==> src/rtl/fsm_pkg.sv <==
// Shared types for the escape-sequence detector and the downstream mode FSM:
// one-hot mode state, detector state encoding, escape-sequence character constants.
package fsm_pkg;

    typedef enum logic [3:0] {
        OFF   = 4'b0001,
        PASS  = 4'b0010,
        UPPER = 4'b0100,
        LOWER = 4'b1000
    } state_t;

    typedef enum logic [2:0] {
        DET_IDLE        = 3'd0,
        DET_GOT_ESC     = 3'd1,
        DET_GOT_BRACKET = 3'd2,
        DET_GOT_DIGIT   = 3'd3,
        DET_REPLAY      = 3'd4
    } det_state_t;

    localparam logic [7:0] ESC_CHAR   = 8'h1B;
    localparam logic [7:0] CSI_CHAR   = 8'h5B;
    localparam logic [7:0] TERM_CHAR  = 8'h6D;
    localparam logic [7:0] DIGIT_BASE = 8'h30;

    localparam logic [2:0] BUF_DEPTH  = 3'd4;

    // Mode digits are 0x30..0x33: upper six bits match DIGIT_BASE.
    function automatic logic is_mode_digit(input logic [7:0] c);
        return (c[7:2] == DIGIT_BASE[7:2]);
    endfunction

    function automatic state_t digit_to_state(input logic [1:0] d);
        state_t s;
        case (d)
            2'd0:    s = OFF;
            2'd1:    s = PASS;
            2'd2:    s = UPPER;
            default: s = LOWER;
        endcase
        return s;
    endfunction

endpackage

==> src/rtl/esc_replay_buf.sv <==
// Four-entry in-order character buffer holding a partial escape sequence
// until it is either discarded (sequence completed) or replayed downstream.
module esc_replay_buf
    import fsm_pkg::*;
(
    input  logic       clk,
    input  logic       reset,
    input  logic       i_push,
    input  logic [7:0] i_push_data,
    input  logic       i_pop,
    input  logic       i_clear,
    output logic [7:0] o_head,
    output logic [2:0] o_count,
    output logic       o_empty
);

    logic [7:0] r_mem [0:3];
    logic [2:0] r_count;

    logic       w_do_pop;
    logic       w_do_push;
    logic [1:0] w_wr_idx;
    logic [7:0] w_next [0:3];

    assign w_do_pop  = i_pop && (r_count != 3'd0);
    assign w_do_push = i_push && ((r_count != BUF_DEPTH) || w_do_pop);
    // Head is always entry 0; a pop shifts everything down, so a same-cycle
    // push lands one slot lower.
    assign w_wr_idx  = w_do_pop ? (r_count[1:0] - 2'd1) : r_count[1:0];

    always_comb begin
        w_next[0] = w_do_pop ? r_mem[1] : r_mem[0];
        w_next[1] = w_do_pop ? r_mem[2] : r_mem[1];
        w_next[2] = w_do_pop ? r_mem[3] : r_mem[2];
        w_next[3] = r_mem[3];
        if (w_do_push) begin
            w_next[w_wr_idx] = i_push_data;
        end
    end

    always_ff @(posedge clk or negedge reset) begin
        if (!reset) begin
            r_count <= 3'd0;
            for (int i = 0; i < 4; i++) begin
                r_mem[i] <= 8'h00;
            end
        end else if (i_clear) begin
            r_count <= 3'd0;
        end else begin
            r_count <= r_count + {2'b00, w_do_push} - {2'b00, w_do_pop};
            for (int i = 0; i < 4; i++) begin
                r_mem[i] <= w_next[i];
            end
        end
    end

    assign o_head  = r_mem[0];
    assign o_count = r_count;
    assign o_empty = (r_count == 3'd0);

endmodule

==> src/rtl/esc_seq_detector.sv <==
// Scans a character stream for ESC [ d m mode-select sequences, forwarding all
// other characters; `ESC_SEQ_TIMEOUT_EN` adds an idle-timeout abort mid-sequence.
//
// state           | meaning
// DET_IDLE        | pass-through; ESC starts a sequence
// DET_GOT_ESC     | ESC buffered, expecting '['
// DET_GOT_BRACKET | ESC [ buffered, expecting digit 0-3
// DET_GOT_DIGIT   | ESC [ d buffered, expecting 'm'
// DET_REPLAY      | draining the buffer downstream as plain text
module esc_seq_detector
    import fsm_pkg::*;
#(
    parameter int TIMEOUT_CYCLES = 1024
) (
    input  logic       clk,
    input  logic       reset,
    input  logic [7:0] in_data,
    input  logic       in_valid,
    output logic       in_ready,
    output logic [7:0] out_data,
    output logic       out_valid,
    input  logic       out_ready,
    output logic       mode_changed,
    output logic [3:0] got_esc_sequence
);

    det_state_t r_state;
    logic [7:0] r_out_data;
    logic       r_out_valid;
    logic       r_mode_changed;
    state_t     r_mode;
    state_t     r_target;

    det_state_t w_state_next;
    logic       w_out_free;
    logic       w_in_ready;
    logic       w_accept;
    logic       w_push;
    logic       w_pop;
    logic       w_clear;
    logic       w_load;
    logic [7:0] w_load_data;
    logic       w_seq_done;
    logic       w_timeout_hit;
    logic [7:0] w_buf_head;
    logic [2:0] w_buf_count;
    logic       w_buf_empty;
    logic       w_buf_room;

    assign w_out_free = !r_out_valid || out_ready;
    assign w_in_ready = (r_state != DET_REPLAY) && w_out_free;
    assign w_accept   = in_valid && w_in_ready;
    assign w_buf_room = (w_buf_count != BUF_DEPTH);

`ifdef ESC_SEQ_TIMEOUT_EN
    localparam int TO_W = $clog2(TIMEOUT_CYCLES + 1);

    logic [TO_W-1:0] r_timeout;
    logic            w_in_seq;

    assign w_in_seq      = (r_state == DET_GOT_ESC) || (r_state == DET_GOT_BRACKET) ||
                           (r_state == DET_GOT_DIGIT);
    assign w_timeout_hit = w_in_seq && (r_timeout == TO_W'(TIMEOUT_CYCLES));

    always_ff @(posedge clk or negedge reset) begin
        if (!reset) begin
            r_timeout <= '0;
        end else if (!w_in_seq || w_accept) begin
            r_timeout <= '0;
        end else if (!w_timeout_hit) begin
            r_timeout <= r_timeout + 1'b1;
        end
    end
`else
    assign w_timeout_hit = 1'b0;
`endif

    always_comb begin
        w_state_next = r_state;
        w_push       = 1'b0;
        w_pop        = 1'b0;
        w_clear      = 1'b0;
        w_load       = 1'b0;
        w_load_data  = in_data;
        w_seq_done   = 1'b0;
        case (r_state)
            DET_IDLE: begin
                if (w_accept) begin
                    if (in_data == ESC_CHAR) begin
                        w_push       = w_buf_room;
                        w_state_next = DET_GOT_ESC;
                    end else begin
                        w_load = 1'b1;
                    end
                end
            end
            DET_GOT_ESC: begin
                if (w_accept) begin
                    w_push       = w_buf_room;
                    w_state_next = (in_data == CSI_CHAR) ? DET_GOT_BRACKET : DET_REPLAY;
                end else if (w_timeout_hit) begin
                    w_state_next = DET_REPLAY;
                end
            end
            DET_GOT_BRACKET: begin
                if (w_accept) begin
                    w_push       = w_buf_room;
                    w_state_next = is_mode_digit(in_data) ? DET_GOT_DIGIT : DET_REPLAY;
                end else if (w_timeout_hit) begin
                    w_state_next = DET_REPLAY;
                end
            end
            DET_GOT_DIGIT: begin
                if (w_accept) begin
                    if (in_data == TERM_CHAR) begin
                        w_clear      = 1'b1;
                        w_seq_done   = 1'b1;
                        w_state_next = DET_IDLE;
                    end else begin
                        w_push       = w_buf_room;
                        w_state_next = DET_REPLAY;
                    end
                end else if (w_timeout_hit) begin
                    w_state_next = DET_REPLAY;
                end
            end
            DET_REPLAY: begin
                // Leave only once the last replayed char is handed off.
                if (w_out_free) begin
                    if (!w_buf_empty) begin
                        w_pop       = 1'b1;
                        w_load      = 1'b1;
                        w_load_data = w_buf_head;
                    end else begin
                        w_state_next = DET_IDLE;
                    end
                end
            end
            default: begin
                w_state_next = DET_IDLE;
            end
        endcase
    end

    esc_replay_buf u_replay_buf (
        .clk         (clk),
        .reset       (reset),
        .i_push      (w_push),
        .i_push_data (in_data),
        .i_pop       (w_pop),
        .i_clear     (w_clear),
        .o_head      (w_buf_head),
        .o_count     (w_buf_count),
        .o_empty     (w_buf_empty)
    );

    always_ff @(posedge clk or negedge reset) begin
        if (!reset) begin
            r_state        <= DET_IDLE;
            r_out_valid    <= 1'b0;
            r_out_data     <= 8'h00;
            r_mode_changed <= 1'b0;
            r_mode         <= OFF;
            r_target       <= OFF;
        end else begin
            r_state        <= w_state_next;
            r_mode_changed <= w_seq_done;
            if (w_load) begin
                r_out_valid <= 1'b1;
                r_out_data  <= w_load_data;
            end else if (out_ready) begin
                r_out_valid <= 1'b0;
            end
            if ((r_state == DET_GOT_BRACKET) && w_accept && is_mode_digit(in_data)) begin
                r_target <= digit_to_state(in_data[1:0]);
            end
            if (w_seq_done) begin
                r_mode <= r_target;
            end
        end
    end

    assign in_ready         = w_in_ready;
    assign out_data         = r_out_data;
    assign out_valid        = r_out_valid;
    assign mode_changed     = r_mode_changed;
    assign got_esc_sequence = r_mode;

endmodule

==> config.mk <==
export PLATFORM = sky130hd
export DESIGN_NAME = esc_seq_detector
export DESIGN_NICKNAME = d
export VERILOG_FILES = /design/src/rtl/fsm_pkg.sv /design/src/rtl/esc_replay_buf.sv /design/src/rtl/esc_seq_detector.sv
export SDC_FILE = /design/constraint.sdc
export NUM_CORES = 1
export LEC_CHECK = 0
export CORE_UTILIZATION = 35
export DETAILED_ROUTE_END_ITERATION = 7
export GPL_TIMING_DRIVEN = 0
export SLEW_MARGIN = 10
export SYNTH_ARGS = -nofsm -noshare
export SYNTH_HDL_FRONTEND = slang
export SYNTH_SLANG_ARGS = --single-unit
==> constraint.sdc <==
create_clock -name clk -period 8.1 [get_ports clk]
set_input_delay 1.62 -clock clk [delete_from_list [all_inputs] [get_ports clk]]
set_output_delay 1.62 -clock clk [all_outputs]
set_load 0.02 [all_outputs]
# Word-level counts from Yosys, hierarchy flattened
# Index checks and enable logic that the tools add are counted.
# totals
ff_bits	56
latch_bits	0
ram_bits	0
rom_bits	0
input_bits	12
output_inout_bits	15
wordCells	96
n_memories	0
# op_classes
n_addsub	3
multipliers	0
n_div	0
n_lt_le_gt_ge	2
eq_ne	19
n_shift	0
muxes	41
bitwise	2
reduce_logical	18
# op_table
operator	n
8-bit 2-to-1 mux	7
3-bit 2-to-1 mux	11
32-bit bitwise mux	1
32-bit 2-to-1 mux	1
8-bit demux with 2-bit select	1
8-bit by 7-bit == test with 1-bit output, second input constant	2
1-bit 2-to-1 mux	15
3-bit one-hot mux with 5 select lines	1
2-bit inequality test, second input constant	7
4-bit one-hot mux with 3 select lines	1
8-bit by 5-bit == test with 1-bit output, second input constant	1
1-bit logical AND	7
7-bit AND reduction	1
3-bit by 2-bit == test with 1-bit output, second input constant	2
6-bit by 4-bit == test with 1-bit output, second input constant	1
3-bit zero test	2
3-bit inequality test, second input constant	2
3-bit by 1-bit adder with 3-bit output	1
3-bit by 1-bit == test with 1-bit output, second input constant	1
3-bit == test, second input constant	1
3-bit greater-or-equal comparator, second input constant	1
3-bit by 1-bit less-than comparator with 1-bit output, second input constant	1
2-bit NOT with 3-bit output	1
1-bit one-hot mux with 3 select lines	1
other kinds (14)	15

# Longest topological paths before layout
# depth
depth_word	13
ltp_mapped	15
mapped_depth_nobuf	13

# Hierarchy
# A second synthesis with hierarchy kept.
# hier_totals
hier_cells	275
hier_area_um2	3075.4
# modules_own_cells
module	n_inst	cells_per_inst	area_each_um2	seq_area_each_um2
esc_replay_buf	1	181	1913.1	875.8
esc_seq_detector	1	94	1162.4	528.0

# Worst setup path after synthesis
# Ideal clock, no wire load.
# synth_timing
path_kind	in2reg
startpoint	input port out_ready
endpoint	register u_replay_buf.r_count[2] (netlist: u_replay_buf.o_count[2])
setup_time_ps	134
arrival_ps	3939
required_ps	7966
path_slack_ps	4027
cell_stages	13
path_buffers	2
path_cell_list	nand2b_1 -> nand3_1 -> buf_2 -> clkinv_1 -> clkbuf_1 -> ha_1 -> inv_1 -> ha_1 -> inv_1 -> fa_1 -> xnor2_1 -> xnor2_1 -> nor2_1
# synth_via
elab_chain_len	9
word_cells_on_any_way	17
classes_between	add/sub (2); mux (9); reduce/logical (6)
# synth_lines
element	line	source
start: declaration	esc_seq_detector.sv:22	input logic out_ready,
1-bit logical OR (*)	esc_seq_detector.sv:50	assign w_out_free = !r_out_valid || out_ready;
1-bit logical AND or 1-bit 2-to-1 mux (tied branches)	esc_seq_detector.sv:51, esc_seq_detector.sv:129	
1-bit logical AND or 1-bit 2-to-1 mux (tied branches)	esc_seq_detector.sv:52, esc_seq_detector.sv:86	
1-bit 2-to-1 mux (tied with other cells)	esc_seq_detector.sv:114	if (w_accept) begin
1-bit one-hot mux with 3 select lines or 1-bit logical OR (tied branches)	esc_seq_detector.sv:86, esc_replay_buf.sv:26	
1-bit logical AND	esc_replay_buf.sv:26	assign w_do_push = i_push && ((r_count != BUF_DEPTH) || w_do_pop);
3-bit by 1-bit adder with 3-bit output	esc_replay_buf.sv:50	r_count <= r_count + {2'b00, w_do_push} - {2'b00, w_do_pop};
3-bit by 1-bit subtractor with 3-bit output	esc_replay_buf.sv:50	
3-bit 2-to-1 mux (*)	esc_replay_buf.sv:47	end else if (i_clear) begin
end signal: assignment	esc_replay_buf.sv:50	
end: declaration	esc_replay_buf.sv:18	logic [2:0] r_count;
# Every way passes the cells marked *; elsewhere a longest branch is shown, timed or not.
# A chain may end at the register's enable or synchronous reset.

# Worst setup path in the final report
# layout_timing
startpoint	input port out_ready
endpoint	register u_replay_buf.r_mem[22] in the netlist's numbering
# layout_via
elab_chain_len	12
word_cells_on_any_way	24
classes_between	order compare (2); mux (14); bitwise (1); reduce/logical (7)
# layout_lines
element	line	source
1-bit logical OR (*)	esc_seq_detector.sv:50	
1-bit 2-to-1 mux	esc_seq_detector.sv:129	if (w_out_free) begin
1-bit 2-to-1 mux	esc_seq_detector.sv:86	case (r_state)
1-bit logical AND	esc_replay_buf.sv:25	assign w_do_pop = i_pop && (r_count != 3'd0);
2-bit 2-to-1 mux	esc_replay_buf.sv:29	assign w_wr_idx = w_do_pop ? (r_count[1:0] - 2'd1) : r_count[1:0];
2-bit NOT with 3-bit output (not written as such)	esc_replay_buf.sv:37	w_next[w_wr_idx] = i_push_data;
3-bit greater-or-equal comparator (not written as such) or 3-bit by 1-bit less-than comparator with 1-bit output (tied branches)	esc_replay_buf.sv:37	
1-bit logical AND (not written as such)	esc_replay_buf.sv:37	
8-bit 2-to-1 mux (not written as such)	esc_replay_buf.sv:37	
8-bit demux with 2-bit select	esc_replay_buf.sv:37	
32-bit bitwise mux	esc_replay_buf.sv:37	
32-bit 2-to-1 mux	esc_replay_buf.sv:36	if (w_do_push) begin
end signal: indexed assignment	esc_replay_buf.sv:52	r_mem[i] <= w_next[i];
end: declaration	esc_replay_buf.sv:17	logic [7:0] r_mem [0:3];
# Marks and branches as above.

==> out/summary.txt <==
PLACE
----------------------------------------------------------------------------------------------------
IO buf count                                                                                      25
Placer's final routability congestion estimate                                                 0.884
Inst Count DP                                                                                    401
Total half-perimeter wirelength after legalization and detailed placement                    4600 um

STA
----------------------------------------------------------------------------------------------------
Slew of the pin with the lowest slew margin                                                   707 ps
Final Cycle Share                                                                              0.588
Final setup violation count                                                                        0
Number of max-slew violations in the final report                                                  0
Achievable frequency                                                                         210 MHz
Number of failing hold endpoints at the final stage                                                0
Tightest hold margin                                                                          507 ps
Layout Skew                                                                                  8.72 ps
Relative slew slack                                                                            0.528
Final Critical Period                                                                        4770 ps
Setup Total Neg Slack                                                                           0 ps
RSZ-0062 raised after global routing                                                           false

YOSYS
----------------------------------------------------------------------------------------------------
Synthesized netlist cell count                                                                   274
Share of synthesized registers carrying an async set or reset                                   1.00
Syn avg cell area                                                                           10.3 um2
Number of synthesized flops with an enable pin                                                     0
Portion of the post-synthesis area used by sequential elements                                 0.500
Primary flip-flop cell chosen by synthesis mapping                                      sky130_fd_sc_hd__dfrtp_1
Post-synth cell types                                                                             47
Cell area after synthesis                                                                   2810 um2
Number of warnings printed during yosys synthesis                                                  0
Synthesis-stage register bit count                                                                56
Net count after synthesis                                                                        290

WORST SETUP PATH
----------------------------------------------------------------------------------------------------
Origin of the worst setup path                                                             out_ready
Critical path capture point type                                                            register
Startpoint-to-endpoint class of the critical path                                             in2reg
Signal arrival time at the worst endpoint                                                    4960 ps
Largest driver fanout on the critical path                                                        10
Launching point of the worst reg2reg path                                                 r_state[0]
Startpoint type of the worst setup path                                                 primary input
Worst EP required                                                                            8300 ps

CLOCK NETWORK
----------------------------------------------------------------------------------------------------
CTS sink count                                                                                    56
Cell chosen for the clock root                                                          sky130_fd_sc_hd__clkbuf_8
Clock-pin slew reported for the worst setup and hold paths after clock tree synthesis         100 ps
Clock latency on the worst-skew pair                                                          310 ps
Postcts setup bufs                                                                                 0
Number of buffers inserted for hold repair after clock tree synthesis                              0
Clock tree from TritonCTS                                                                       done
Number of resized instances in the post-cts repair step                                            0
Number of buffers inserted during clock tree synthesis                                             5
CTS Buffer Depth                                                                                   2
H-Tree Level Count                                                                                 2

GRT
----------------------------------------------------------------------------------------------------
Number of antenna violations at the first check in global routing                                  0
Leftover overflow at the end of global routing                                                     0
Largest net degree at the start of global routing                                                 57
Total Routing Usage GR                                                                         0.166
Vias in the first global route                                                                  2129
Wire length of the first global-routing pass                                                11000 um

POWER
----------------------------------------------------------------------------------------------------
Max VDD drop                                                                               0.0710 mV
Areal power density over the cells                                                        255 nW/um2
Power consumption                                                                         0.000842 W
Leakage power summed over all cells                                                          1.47 nW

FLOORPLANNING
----------------------------------------------------------------------------------------------------
DIE AREA                                                                                    8390 um2
Y dimension of the die                                                                       91.6 um
Site row count                                                                                    32
Boundary pin count                                                                                27
Die span in x                                                                                91.6 um
Core Footprint                                                                              7730 um2
Starting density of the core                                                                   0.364

DRT
----------------------------------------------------------------------------------------------------
WL per Instance                                                                              15.5 um
Number of remaining DRC errors                                                                     0
Via count of the routed design                                                                  2155
Detailed-router iteration count before antenna repair                                              4
Number of DRC markers after the initial detailed-route iteration                                 116
Detail-routed via count per cell                                                                5.27
Routed WL                                                                                    6350 um
Count of nets left with antenna violations after detail routing                                    0

RUN STATUS
----------------------------------------------------------------------------------------------------
Outcome                                                                                 finished clean

CELLS AND AREA
----------------------------------------------------------------------------------------------------
Fraction of layout cells with a size suffix above 1                                            0.130
Sequential Area                                                                             1400 um2
Post-route non-filler standard cell count                                                        409
Net total in the final layout                                                                    322
Area of the multi-input gates                                                               1290 um2
Utilization after layout                                                                       0.427
Signed area change from the synthesized netlist to the final layout                            17.5%
Total of fill cells in the finished design                                                       757
Number of inserted diodes                                                                          0

WORST HOLD PATH
----------------------------------------------------------------------------------------------------
Min-Delay Path Class                                                                         reg2reg
Worst hold start                                                                         r_target[0]

JOB
----------------------------------------------------------------------------------------------------
Max-cap check violation count                                                                      0

==> synthesized netlist by cell type, types with 2 or more instances <==
cell / number / area share
sky130_fd_sc_hd__buf_2: 4 / 0.0071
sky130_fd_sc_hd__o41ai_1: 2 / 0.0062
sky130_fd_sc_hd__xnor2_1: 2 / 0.0062
sky130_fd_sc_hd__nand2b_1: 4 / 0.0089
sky130_fd_sc_hd__o21ai_0: 13 / 0.023
sky130_fd_sc_hd__mux2_2: 16 / 0.064
sky130_fd_sc_hd__dfrtp_1: 54 / 0.48
sky130_fd_sc_hd__inv_1: 14 / 0.019
sky130_fd_sc_hd__nor2_1: 22 / 0.029
sky130_fd_sc_hd__clkbuf_1: 11 / 0.015
sky130_fd_sc_hd__nand2_1: 37 / 0.049
sky130_fd_sc_hd__a221oi_1: 5 / 0.016
sky130_fd_sc_hd__nand4_1: 9 / 0.020
sky130_fd_sc_hd__nand3_1: 4 / 0.0071
sky130_fd_sc_hd__a21oi_1: 3 / 0.0053
sky130_fd_sc_hd__a211o_1: 4 / 0.012
sky130_fd_sc_hd__nand3b_1: 2 / 0.0053
sky130_fd_sc_hd__mux2i_1: 14 / 0.050
sky130_fd_sc_hd__nor2b_1: 5 / 0.011
sky130_fd_sc_hd__dfstp_2: 2 / 0.019
sky130_fd_sc_hd__ha_1: 3 / 0.013
sky130_fd_sc_hd__nor3_1: 6 / 0.011
sky130_fd_sc_hd__a31oi_1: 12 / 0.027
sky130_fd_sc_hd__o221a_2: 3 / 0.012
==> path summary, 6_finish.rpt <==
path / endpoint / slack, ps / cells past startpoint
max: u_replay_buf.r_mem[22] / 3330 / 10
min: r_target[0] / 510 / 2
max reg2reg: u_replay_buf.r_mem[22] / 4360 / 10
min reg2reg: r_target[0] / 510 / 2
max in group asynchronous: asynchronous set/reset pin / 6280 / 1
min in group asynchronous: r_state[1] / 1330 / 1
==> cells by family (layout without fill, tap and decap cells) <==
logic type | after synthesis | count (layout) | share of synthesized area
AO/OA/AOI/OAI | 50 | 50 | 0.129
XOR/XNOR | 2 | 2 | 0.00624
adder cells (fa/ha/maj) | 4 | 4 | 0.0205
buffers and inverters | 30 | 63 | 0.0419
flip-flops | 56 | 56 | 0.500
multiplexers | 30 | 30 | 0.114
AND/OR/NAND/NOR | 102 | 102 | 0.189
==> where the power goes <==
group | leakage (nW) | switching, W | internal [W]
clock network | 0.0552 | 0.0000915 | 0.0000920
logic | 0.702 | 0.000156 | 0.000124
registers | 0.718 | 0.0000376 | 0.000341
total | 1.47 | 0.000285 | 0.000558
==> worst max-delay path, stage by stage <==
cell and delay (ps):
sky130_fd_sc_hd__clkdlybuf4s50_1 470, sky130_fd_sc_hd__nand2b_1 260, sky130_fd_sc_hd__nand3_1 180, sky130_fd_sc_hd__buf_2 250, sky130_fd_sc_hd__clkinv_1 150, sky130_fd_sc_hd__clkbuf_1 420
sky130_fd_sc_hd__ha_1 390, sky130_fd_sc_hd__a211oi_1 470, sky130_fd_sc_hd__nand2_1 380, sky130_fd_sc_hd__mux2_2 370
==> per-stage QoR <==
step | setup slack [ps] | area, um2
floorplan | 4030 | 2810
global placement | 3070 | 3190
detailed placement | 3060 | 3180
CTS | 3360 | 3290
global route | 3050 | 3300
finish | 3330 | 3300
==> final cells by class <==
class	count	share of cell area
well taps	102	0.0387
plain buffers	15	0.0186
multi-input cells	188	0.392
repair buffers	25	0.0751
flip-flops and latches	56	0.425
inverters	15	0.0171
clock buffers	6	0.0220
clock inverters	2	0.0106
==> cells in the final DEF, fill, tap and decap left out, types with 5 or more instances in the layout <==
| master | count |
|---|---|
| sky130_fd_sc_hd__nand2_1 | 37 |
| sky130_fd_sc_hd__inv_1 | 14 |
| sky130_fd_sc_hd__mux2i_1 | 14 |
| sky130_fd_sc_hd__a221oi_1 | 5 |
| sky130_fd_sc_hd__nor3_1 | 6 |
| sky130_fd_sc_hd__clkdlybuf4s50_1 | 24 |
| sky130_fd_sc_hd__nor2_1 | 22 |
| sky130_fd_sc_hd__clkbuf_8 | 5 |
| sky130_fd_sc_hd__mux2_2 | 16 |
| sky130_fd_sc_hd__nand4_1 | 9 |
| sky130_fd_sc_hd__a31oi_1 | 12 |
| sky130_fd_sc_hd__clkbuf_1 | 12 |
| sky130_fd_sc_hd__nor2b_1 | 5 |
| sky130_fd_sc_hd__o21ai_0 | 13 |
| sky130_fd_sc_hd__dfrtp_1 | 54 |
==> per-layer routing <==
metal  vias to the layer above  wire (um)  global-route usage
met5                         -          0                   0
met4                         0         57              0.0437
met3                         5        260              0.0235
met2                        48       2970               0.263
met1                      1052       3070               0.237
li1                       1050          -                   -
No activity file was read; power rests on OpenSTA's default activity.
